**src/rtl/hid_uart_pkg.sv**
```systemverilog
// Shared definitions for the hid_uart_rx console receiver: FSM state encoding
// and the baud divider / counter-width helpers.
package hid_uart_pkg;

  typedef enum logic [2:0] {
    ST_WAIT_IDLE = 3'd0,
    ST_IDLE      = 3'd1,
    ST_START     = 3'd2,
    ST_DATA      = 3'd3,
    ST_PARITY    = 3'd4,
    ST_STOP      = 3'd5
  } rx_state_t;

  // Clock cycles per bit, rounded to nearest.
  function automatic int calc_div(input int clk_hz, input int baud);
    return (clk_hz + baud / 2) / baud;
  endfunction

  function automatic int calc_cnt_w(input int div);
    return $clog2(div) + 1;
  endfunction

  localparam int DEFAULT_DIV   = calc_div(12000000, 115200);
  localparam int DEFAULT_CNT_W = calc_cnt_w(DEFAULT_DIV);

endpackage

```
**src/rtl/hid_uart_fifo.sv**
```systemverilog
// Small synchronous byte FIFO with a registered head byte; reports pushes that
// were dropped because the FIFO was full and nothing was popped that cycle.
module hid_uart_fifo #(
  parameter int DEPTH = 4
) (
  input  logic       clk,
  input  logic       rst_n,
  input  logic       i_push,
  input  logic [7:0] i_push_data,
  input  logic       i_pop,
  output logic [7:0] o_data,
  output logic       o_empty,
  output logic       o_full,
  output logic       o_drop
);

  localparam int AW = $clog2(DEPTH);
  localparam logic [AW:0] CNT_ONE  = {{AW{1'b0}}, 1'b1};
  localparam logic [AW:0] CNT_FULL = DEPTH[AW:0];

  logic [7:0]  r_mem [DEPTH];
  logic [AW:0] r_wptr;
  logic [AW:0] r_rptr;
  logic [7:0]  r_data;

  logic [AW:0] w_count;
  logic [AW:0] w_rptr_nx;
  logic        w_empty;
  logic        w_full;
  logic        w_do_pop;
  logic        w_do_push;

  assign w_count   = r_wptr - r_rptr;
  assign w_empty   = (w_count == '0);
  assign w_full    = (w_count == CNT_FULL);
  assign w_rptr_nx = r_rptr + CNT_ONE;
  assign w_do_pop  = i_pop && !w_empty;
  // A pop frees the slot in the same cycle, so full + push + pop still stores.
  assign w_do_push = i_push && (!w_full || w_do_pop);

  always_ff @(posedge clk) begin
    if (w_do_push) r_mem[r_wptr[AW-1:0]] <= i_push_data;
  end

  always_ff @(posedge clk or negedge rst_n) begin
    if (!rst_n) begin
      r_wptr <= '0;
      r_rptr <= '0;
      r_data <= '0;
    end else begin
      if (w_do_push) r_wptr <= r_wptr + CNT_ONE;
      if (w_do_pop) begin
        r_rptr <= w_rptr_nx;
        if (w_count != CNT_ONE) r_data <= r_mem[w_rptr_nx[AW-1:0]];
        else if (w_do_push)     r_data <= i_push_data;
      end else if (w_do_push && w_empty) begin
        r_data <= i_push_data;
      end
    end
  end

  assign o_data  = r_data;
  assign o_empty = w_empty;
  assign o_full  = w_full;
  assign o_drop  = i_push && !w_do_push;

endmodule

```
**src/rtl/hid_uart_rx.sv**
```systemverilog
// UART 8N1 console receiver: 2-flop synchroniser, mid-bit sampling FSM and a
// byte FIFO. Define HID_UART_RX_PARITY_EN for 8E1 frames with a parity_err flag.
module hid_uart_rx
  import hid_uart_pkg::*;
#(
  parameter int CLK_HZ = 12000000,
  parameter int BAUD   = 115200,
  parameter int DEPTH  = 4
) (
  input  logic       clk,
  input  logic       resetn,
  input  logic       uart_rx,
  output logic [7:0] out_data,
  output logic       out_valid,
  input  logic       out_ready,
  output logic       frame_err,
  output logic       overrun,
  input  logic       clr_err,
`ifdef HID_UART_RX_PARITY_EN
  output logic       parity_err,
`endif
  output logic       busy
);

  localparam int DIV  = calc_div(CLK_HZ, BAUD);
  localparam int HALF = DIV / 2;
  localparam int CW   = calc_cnt_w(DIV);
  localparam logic [CW-1:0] DIV_M1  = CW'(DIV - 1);
  localparam logic [CW-1:0] HALF_M1 = CW'(HALF - 1);
  localparam logic [CW-1:0] CNT_ONE = CW'(1);
`ifdef HID_UART_RX_PARITY_EN
  localparam rx_state_t ST_AFTER_DATA = ST_PARITY;
`else
  localparam rx_state_t ST_AFTER_DATA = ST_STOP;
`endif

  logic          r_sync1;
  logic          r_sync2;
  rx_state_t     r_state;
  logic [CW-1:0] r_cnt;
  logic [2:0]    r_bit_idx;
  logic [7:0]    r_shift;
  logic          r_push;
  logic          r_frame_err;
  logic          r_overrun;
`ifdef HID_UART_RX_PARITY_EN
  logic          r_par_bit;
  logic          r_par_fail;
  logic          r_parity_err;
  logic          w_par_ok;
`endif

  logic          w_rx;
  logic          w_empty;
  logic          w_full;
  logic          w_drop;
  logic          w_pop;

  always_ff @(posedge clk or negedge resetn) begin
    if (!resetn) begin
      r_sync1 <= 1'b1;
      r_sync2 <= 1'b1;
    end else begin
      r_sync1 <= uart_rx;
      r_sync2 <= r_sync1;
    end
  end

  assign w_rx = r_sync2;
`ifdef HID_UART_RX_PARITY_EN
  assign w_par_ok = ~^{r_shift, r_par_bit};
`endif

  always_ff @(posedge clk or negedge resetn) begin
    if (!resetn) begin
      r_state     <= ST_WAIT_IDLE;
      r_cnt       <= '0;
      r_bit_idx   <= '0;
      r_shift     <= '0;
      r_push      <= 1'b0;
      r_frame_err <= 1'b0;
`ifdef HID_UART_RX_PARITY_EN
      r_par_bit   <= 1'b0;
      r_par_fail  <= 1'b0;
`endif
    end else begin
      r_push      <= 1'b0;
      r_frame_err <= 1'b0;
`ifdef HID_UART_RX_PARITY_EN
      r_par_fail  <= 1'b0;
`endif
      case (r_state)
        ST_WAIT_IDLE: begin
          if (!w_rx) r_cnt <= '0;
          else if (r_cnt == DIV_M1) begin
            r_cnt   <= '0;
            r_state <= ST_IDLE;
          end else r_cnt <= r_cnt + CNT_ONE;
        end
        ST_IDLE: begin
          if (!w_rx) begin
            r_cnt   <= '0;
            r_state <= ST_START;
          end
        end
        ST_START: begin
          if (r_cnt == HALF_M1) begin
            r_cnt     <= '0;
            r_bit_idx <= '0;
            r_state   <= w_rx ? ST_IDLE : ST_DATA;
          end else r_cnt <= r_cnt + CNT_ONE;
        end
        ST_DATA: begin
          if (r_cnt == DIV_M1) begin
            r_cnt     <= '0;
            r_shift   <= {w_rx, r_shift[7:1]};
            r_bit_idx <= r_bit_idx + 3'd1;
            if (r_bit_idx == 3'd7) r_state <= ST_AFTER_DATA;
          end else r_cnt <= r_cnt + CNT_ONE;
        end
`ifdef HID_UART_RX_PARITY_EN
        ST_PARITY: begin
          if (r_cnt == DIV_M1) begin
            r_cnt     <= '0;
            r_par_bit <= w_rx;
            r_state   <= ST_STOP;
          end else r_cnt <= r_cnt + CNT_ONE;
        end
`endif
        ST_STOP: begin
          // Leaving at mid-stop-bit lets a back-to-back start edge be caught.
          if (r_cnt == DIV_M1) begin
            r_cnt <= '0;
            if (w_rx) begin
              r_state <= ST_IDLE;
`ifdef HID_UART_RX_PARITY_EN
              if (w_par_ok) r_push <= 1'b1;
              else          r_par_fail <= 1'b1;
`else
              r_push <= 1'b1;
`endif
            end else begin
              r_frame_err <= 1'b1;
              r_state     <= ST_WAIT_IDLE;
            end
          end else r_cnt <= r_cnt + CNT_ONE;
        end
        default: r_state <= ST_WAIT_IDLE;
      endcase
    end
  end

  assign w_pop = out_valid && out_ready;

  hid_uart_fifo #(.DEPTH(DEPTH)) u_fifo (
    .clk         (clk),
    .rst_n       (resetn),
    .i_push      (r_push),
    .i_push_data (r_shift),
    .i_pop       (w_pop),
    .o_data      (out_data),
    .o_empty     (w_empty),
    .o_full      (w_full),
    .o_drop      (w_drop)
  );

  // Sticky error flags: a new error in the clearing cycle keeps the flag set.
  always_ff @(posedge clk or negedge resetn) begin
    if (!resetn) begin
      r_overrun <= 1'b0;
`ifdef HID_UART_RX_PARITY_EN
      r_parity_err <= 1'b0;
`endif
    end else begin
      if (w_drop)       r_overrun <= 1'b1;
      else if (clr_err) r_overrun <= 1'b0;
`ifdef HID_UART_RX_PARITY_EN
      if (r_par_fail)   r_parity_err <= 1'b1;
      else if (clr_err) r_parity_err <= 1'b0;
`endif
    end
  end

  assign out_valid = !w_empty;
  assign frame_err = r_frame_err;
  assign overrun   = r_overrun;
  assign busy      = (r_state != ST_IDLE);
`ifdef HID_UART_RX_PARITY_EN
  assign parity_err = r_parity_err;
`endif

endmodule
```
**config.mk**
```make
export PLATFORM = sky130hd
export DESIGN_NAME = hid_uart_rx
export DESIGN_NICKNAME = d
export VERILOG_FILES = /design/src/rtl/hid_uart_pkg.sv /design/src/rtl/hid_uart_fifo.sv /design/src/rtl/hid_uart_rx.sv
export SDC_FILE = /design/constraint.sdc
export NUM_CORES = 1
export LEC_CHECK = 0
export BUFFER_PORTS_ARGS = -buffer_cell sky130_fd_sc_hd__buf_4
export CELL_PAD_IN_SITES_DETAIL_PLACEMENT = 0
export CELL_PAD_IN_SITES_GLOBAL_PLACEMENT = 1
export CORE_MARGIN = 8
export CORE_UTILIZATION = 35
export DETAILED_ROUTE_END_ITERATION = 8
export HOLD_SLACK_MARGIN = 0.03
export PLACE_DENSITY = 0.67
export SYNTH_ARGS = -nofsm -noshare
export SYNTH_HDL_FRONTEND = slang
export SYNTH_SLANG_ARGS = --single-unit
```
**constraint.sdc**
```tcl
create_clock -name clk -period 2.7 [get_ports clk]
set_clock_uncertainty 0.1 [all_clocks]
set_input_delay 0.54 -clock clk [delete_from_list [all_inputs] [get_ports clk]]
set_output_delay 0.54 -clock clk [all_outputs]
set_load 0.01 [all_outputs]
```
==> results of run 1 <==
==> sequential cells by signal, indices dropped and copies added, names as in the netlist <==
name,cells
u_fifo.o_data,8
u_fifo.r_mem,32
frame_err,1
r_sync1,1
r_push,1
u_fifo.r_rptr,3
r_cnt,8
r_bit_idx,3
r_sync2,1
r_shift,8
u_fifo.r_wptr,3
r_state,3
overrun,1
==> power by group <==
part	leakage [nW]	total, mW	internal (mW)	switching, mW
registers	0.919	1.21	1.18	0.0283
logic	0.760	0.507	0.234	0.273
clock network	0.0962	0.861	0.433	0.428
total	1.77	2.58	1.85	0.729
==> layout make-up <==
type	instances	area share
Sequential cell	73	0.508
Timing Repair Buffer	25	0.0511
Clock inverter	7	0.0195
Tap cell	133	0.0425
Inverter	8	0.00766
Clock buffer	9	0.0316
Multi-Input combinational cell	150	0.340
==> layer usage <==
layer  track usage  share of wire  up-vias
met5             0              0        -
met4        0.0373          0.013        0
met2         0.180           0.51       22
met3        0.0369          0.037        6
li1              -              -      956
met1         0.129           0.44      986
==> cells in the mapped netlist, types with 3 or more instances <==
master     n  share of area
mux2_2    23          0.077
nand2b_1   3         0.0056
nand2_1   21          0.023
nand3_1    6         0.0089
and2_1     5         0.0093
a21oi_1    5         0.0074
and3_1     3         0.0056
mux4_2     8          0.053
ha_1       9          0.033
nor2_1     4         0.0045
nor3_1     4         0.0059
inv_1      7         0.0078
dfrtp_1   39           0.29
xnor2_1    3         0.0078
o21ai_0   14          0.021
edfxtp_1  32           0.29
==> path summary, 6_finish.rpt <==
kind                               endpoint             start  depth (start not counted)  slack, ps
max                               out_valid  u_fifo.r_wptr[0]                          5        140
min                        u_fifo.o_data[3]            resetn                          1         70
max reg2reg                u_fifo.o_data[6]  u_fifo.r_wptr[0]                          9        160
min reg2reg                         r_sync2           r_sync1                          0        260
max in group asynchronous           r_sync1            resetn                          1       2040
min in group clk                    r_sync1           uart_rx                          1        200
==> critical path: cells and delay by family (launching register included) <==
family | cells | cell delay (ps)
buffers and inverters | 2 | 270
DFF | 1 | 380
adders and majority gates | 2 | 820
and+or+nand+nor | 1 | 120
==> kinds of logic (layout without fill, tap and decap cells) <==
kind of cell / count (synthesis) / in the layout / share of synthesized area
flops: 73 / 73 / 0.591
compound gates: 41 / 41 / 0.0929
buf+inv: 13 / 49 / 0.0163
simple gates: 62 / 62 / 0.110
fa+ha+maj: 10 / 10 / 0.0394
xor+xnor: 5 / 5 / 0.0175
mux: 32 / 32 / 0.134
==> what timing repair did <==
action,4_1_cts,5_1_grt
setup buffers,1,1
hold buffers,0,0
hold endpoints to repair,0,0
setup endpoints to repair,1,9
resized for setup,0,2
pin swaps,0,1
==> reports/summary.txt, run 1 <==
status: finished clean
cell area after synthesis: 3370 sq um
initial core utilization: 0.353
Place WS: 128 ps
largest net degree at the start of global routing: 42
remaining antenna violation count after routing: 0
final instance area: 3920 sq um
Seq/Total Area, Yosys: 0.591
final worst slack: 139 ps
fin crit period: 2560 ps
Pre-Repair DR Iteration Count: 4
placed insts: 387
Leakage Power: 1.77 nW
maximum VDD drop: 0.289 mV
H-tree depth: 3
number of flops mapped to enable cells by yosys: 32
Design Power: 2.58 mW
DRT iter0 DRCs: 59
Rel. slew slack: 0.639
first-pass GRT wire length: 10,900 um
fin crit share: 0.948
crit-path max cell delay: 610 ps
crit end category: primary output
Yosys warnings: 0
area occupied by multi-input gates: 1330 sq um
async set-reset flop share out of synthesis: 0.562
hpwl dp: 4230 um
smallest hold slack: 73.4 ps
RSZ-0062 raised after global routing: no
ys flop type: dfrtp_1
Max Clk Rate: 391 MHz
Site Rows: 36
sequential cell area: 1990 sq um
layout cells sized above 1: 0.338
clk root buf: clkbuf_8
fill cell count: 937
Longest Clk Path Bufs: 2
Sink Count: 73
Slew @ Worst Pin: 542 ps
DR vias/cell: 4.86
Final Hold Fails: 0
critical path required time: 2060 ps
Mapped Avg Cell Area: 14.3 sq um
Mapped Nets: 251
CTS tree: built
vias in the first global route: 2,062
via count: 1,970
Final Setup Violations: 0
Die Y: 114 um
Core Util, Final: 0.411
synth unique cells: 57
Layout Cells excl Fill: 405
max_cap viols: 0
Reg clk slew, reported paths: 90 ps
Hold Crit Class: input pin to asynchronous set/reset pin
CP Class: flip-flop to primary output
Die ar.: 13,000 sq um
commonest non-fill, non-tap cell in the layout: dfrtp_1
number of CTS-inserted buffers: 9
wire per inst: 15.8 um
Cell Chain, Critical Path: inv_1 > ha_1 > fa_2 > nand3_4 > buf_4
worst skew pair latency: 340 ps
max-slew violation count: 0
total gr overflow: 0
CP max FO: 4
Ports: 17
CP max stage cell: fa_2
WP data arrival: 1920 ps
chip width: 114 um
flops & latches, synth: 73
IO buf count: 16
nets: 282
Placed Instance Area: 3680 sq um
Remaining DRCs: 0
n_diodes: 0
initial antenna violation count: 0
setup tns final: 0 ps
Mapped Cells: 236
commonest non-fill, non-tap cells in the layout: dfrtp_1, edfxtp_1, buf_4
routability cong.: 0.790
Cell Pwr Density: 658 nW/um^2
GRT Resource Usage Total: 0.109
Startpoint Class: flip-flop
core footprint: 9550 sq um
Area growth, synth to finish: 16.4%
Routed WL: 6390 um
Power figures use the tool's default switching activity.
==> run 2, diff against run 1 <==
ABC_AREA = 1   (was default)
PLACE_DENSITY = 0.7   (was 0.67)
==> run 2 against run 1 <==
  * Hold slack improved by 2.6 ps
  * Routed wire length increased by 14%
  * Synthesized cell count increased by 50%
==> reports/summary.txt, run 2 <==
initial core utilization: 0.362
H-tree depth: 3
Worst Reg2Reg Path Length in Cells: 9
IO buf count: 16
GRT Resource Usage Total: 0.121
Remaining DRCs: 0
number of flops mapped to enable cells by yosys: 32
max-slew violation count: 0
Core Util, Final: 0.415
Largest register FFs: 32
fill cell count: 968
total gr overflow: 0
Routed WL: 7290 um
Final Hold Fails: 0
cell area after synthesis: 3360 sq um
number of CTS-inserted buffers: 9
CTS tree: built
largest net degree at the start of global routing: 42
DR vias/cell: 4.59
Max Clk Rate: 390 MHz
wire per inst: 14.1 um
Leakage Power: 1.82 nW
Longest Clk Path Bufs: 2
ys flop type: dfrtp_1
Cell Pwr Density: 779 nW/um^2
layout cells sized above 1: 0.152
Sink Count: 73
hpwl dp: 5230 um
Ports: 17
Cell Chain, Critical Path: inv_1 > ha_1 > fa_2 > xor2_1 > nand2_1 > nand2_2 > nand2_2 > buf_4
Mapped Avg Cell Area: 9.49 sq um
most frequent cell after synthesis: nand2_1
cell mode on critical path: nand2_2
crit-path max cell delay: 380 ps
Placed Instance Area: 3660 sq um
status: finished clean
commonest non-fill, non-tap cell in the layout: nand2_1
Die Y: 114 um
Mapped Nets: 369
CP max stage cell: fa_2
routability cong.: 0.830
via count: 2,375
top cells by count, synth: nand2_1, dfrtp_1, inv_1, edfxtp_1, nor2_1
Pre-Repair DR Iteration Count: 4
Synth area leaders: dfrtp_1, edfxtp_1, nand2_1
Slew @ Worst Pin: 525 ps
crit end category: primary output
DRT iter0 DRCs: 78
flops & latches, synth: 73
vias in the first global route: 2,464
Die ar.: 13,000 sq um
synth unique cells: 31
CP Class: flip-flop to primary output
clk root buf: clkbuf_8
Synth top area share: 0.290
CP max FO: 4
async set-reset flop share out of synthesis: 0.562
maximum VDD drop: 0.237 mV
Reg clk slew, reported paths: 80 ps
Rel. slew slack: 0.650
final instance area: 3860 sq um
worst skew pair latency: 340 ps
Final Setup Violations: 0
Area growth, synth to finish: 14.8%
max_cap viols: 0
initial antenna violation count: 0
fin crit period: 2560 ps
remaining antenna violation count after routing: 0
Yosys warnings: 0
nets: 398
commonest non-fill, non-tap cells in the layout: nand2_1, dfrtp_1, inv_1
Mapped Cells: 354
fin crit share: 0.950
Seq/Total Area, Yosys: 0.592
area leader, netlist: dfrtp_1
Startpoint Class: flip-flop
chip width: 114 um
core footprint: 9280 sq um
Site Rows: 35
Hold Crit Class: input pin to asynchronous set/reset pin
critical path required time: 2060 ps
first-pass GRT wire length: 12,000 um
WP data arrival: 1920 ps
n_diodes: 0
[run 2: cell count changes after synthesis, moves of 5 or more]
cell / before / now
nand2_1: 21 / 103
nor2_1: 4 / 32
inv_1: 7 / 33
mux2_2: 23 / 0
nand3_1: 6 / 19
o21ai_0: 14 / 27
o22ai_1: 0 / 9
mux4_2: 8 / 0
nand2_2: 0 / 8
and2_1: 5 / 0
xor2_1: 1 / 6
[run 2: kinds of logic (layout without fill, tap and decap cells)]
kind of cell	count (synthesis)	count (layout)	share of synthesized area
buffers and inverters	41	75	0.0499
adders and majority gates	10	10	0.0395
and+or+nand+nor	175	175	0.223
AOI/OAI and AO/OA	47	47	0.0745
DFF	73	73	0.592
xor gates and xnor gates	8	8	0.0208
[run 2: power by group]
group,leakage [nW],switching (mW),internal (mW)
registers,0.916,0.0671,1.24
clock network,0.0837,0.397,0.388
logic,0.821,0.570,0.341
total,1.82,1.03,1.97
[run 2: worst max-delay path: cells and delay by family, from the launching register on]
kind,cells,cell delay (ps)
xor gates and xnor gates,1,150
adders and majority gates,2,600
buffers and inverters,2,240
DFF,1,340
and+or+nand+nor,3,270
[run 2: final cells by class]
cell class              instances  area [sq um]  area share
inverters                      37           144      0.0373
flip-flops and latches         73          1990       0.516
clock buffers                  12           156      0.0405
repair buffers                 22           165      0.0428
multi-input cells             240          1210       0.315
well taps                     129           161      0.0418
clock inverters                 4          27.5     0.00714
[run 2: worst paths after layout]
path | end | slack [ps] | start
setup reg to reg | u_fifo.r_mem[2][3] | 430 | u_fifo.r_wptr[0]
max in group asynchronous | r_sync2 | 2040 | resetn
setup / recovery | out_valid | 140 | u_fifo.r_wptr[0]
hold reg to reg | r_sync2 | 260 | r_sync1
min in group clk | r_sync1 | 210 | uart_rx
hold / removal | r_cnt[0] | 80 | resetn
[run 2: per-layer routing]
metal  vias to the layer above  global-route usage  routed length, um
li1                       1215                   -                  -
met1                      1109               0.129               3150
met2                        39               0.220               3770
met3                        12              0.0349                232
met4                         0              0.0479                143
met5                         -                   0                  0
[run 2: timing repair]
item / 4_1_cts / 5_1_grt
setup buffers: 0 / 1
hold buffers: 0 / 0
endpoints found under the setup margin: 0 / 1
gates resized for setup: 0 / 2
[run 2: per-stage QoR]
step	power [mW]	TNS [ps]	cells	hold WS, ps	worst slack (ps)
2_1_floorplan	1.91	0	354	144	301
3_3_place_gp	2.24	0	500	246	435
3_5_place_dp	2.25	0	500	253	355
4_1_cts	3.04	0	516	83.7	8.74
5_1_grt	3.20	-0.220	517	114	-0.220
6_report	3.01	0	517	75.9	135
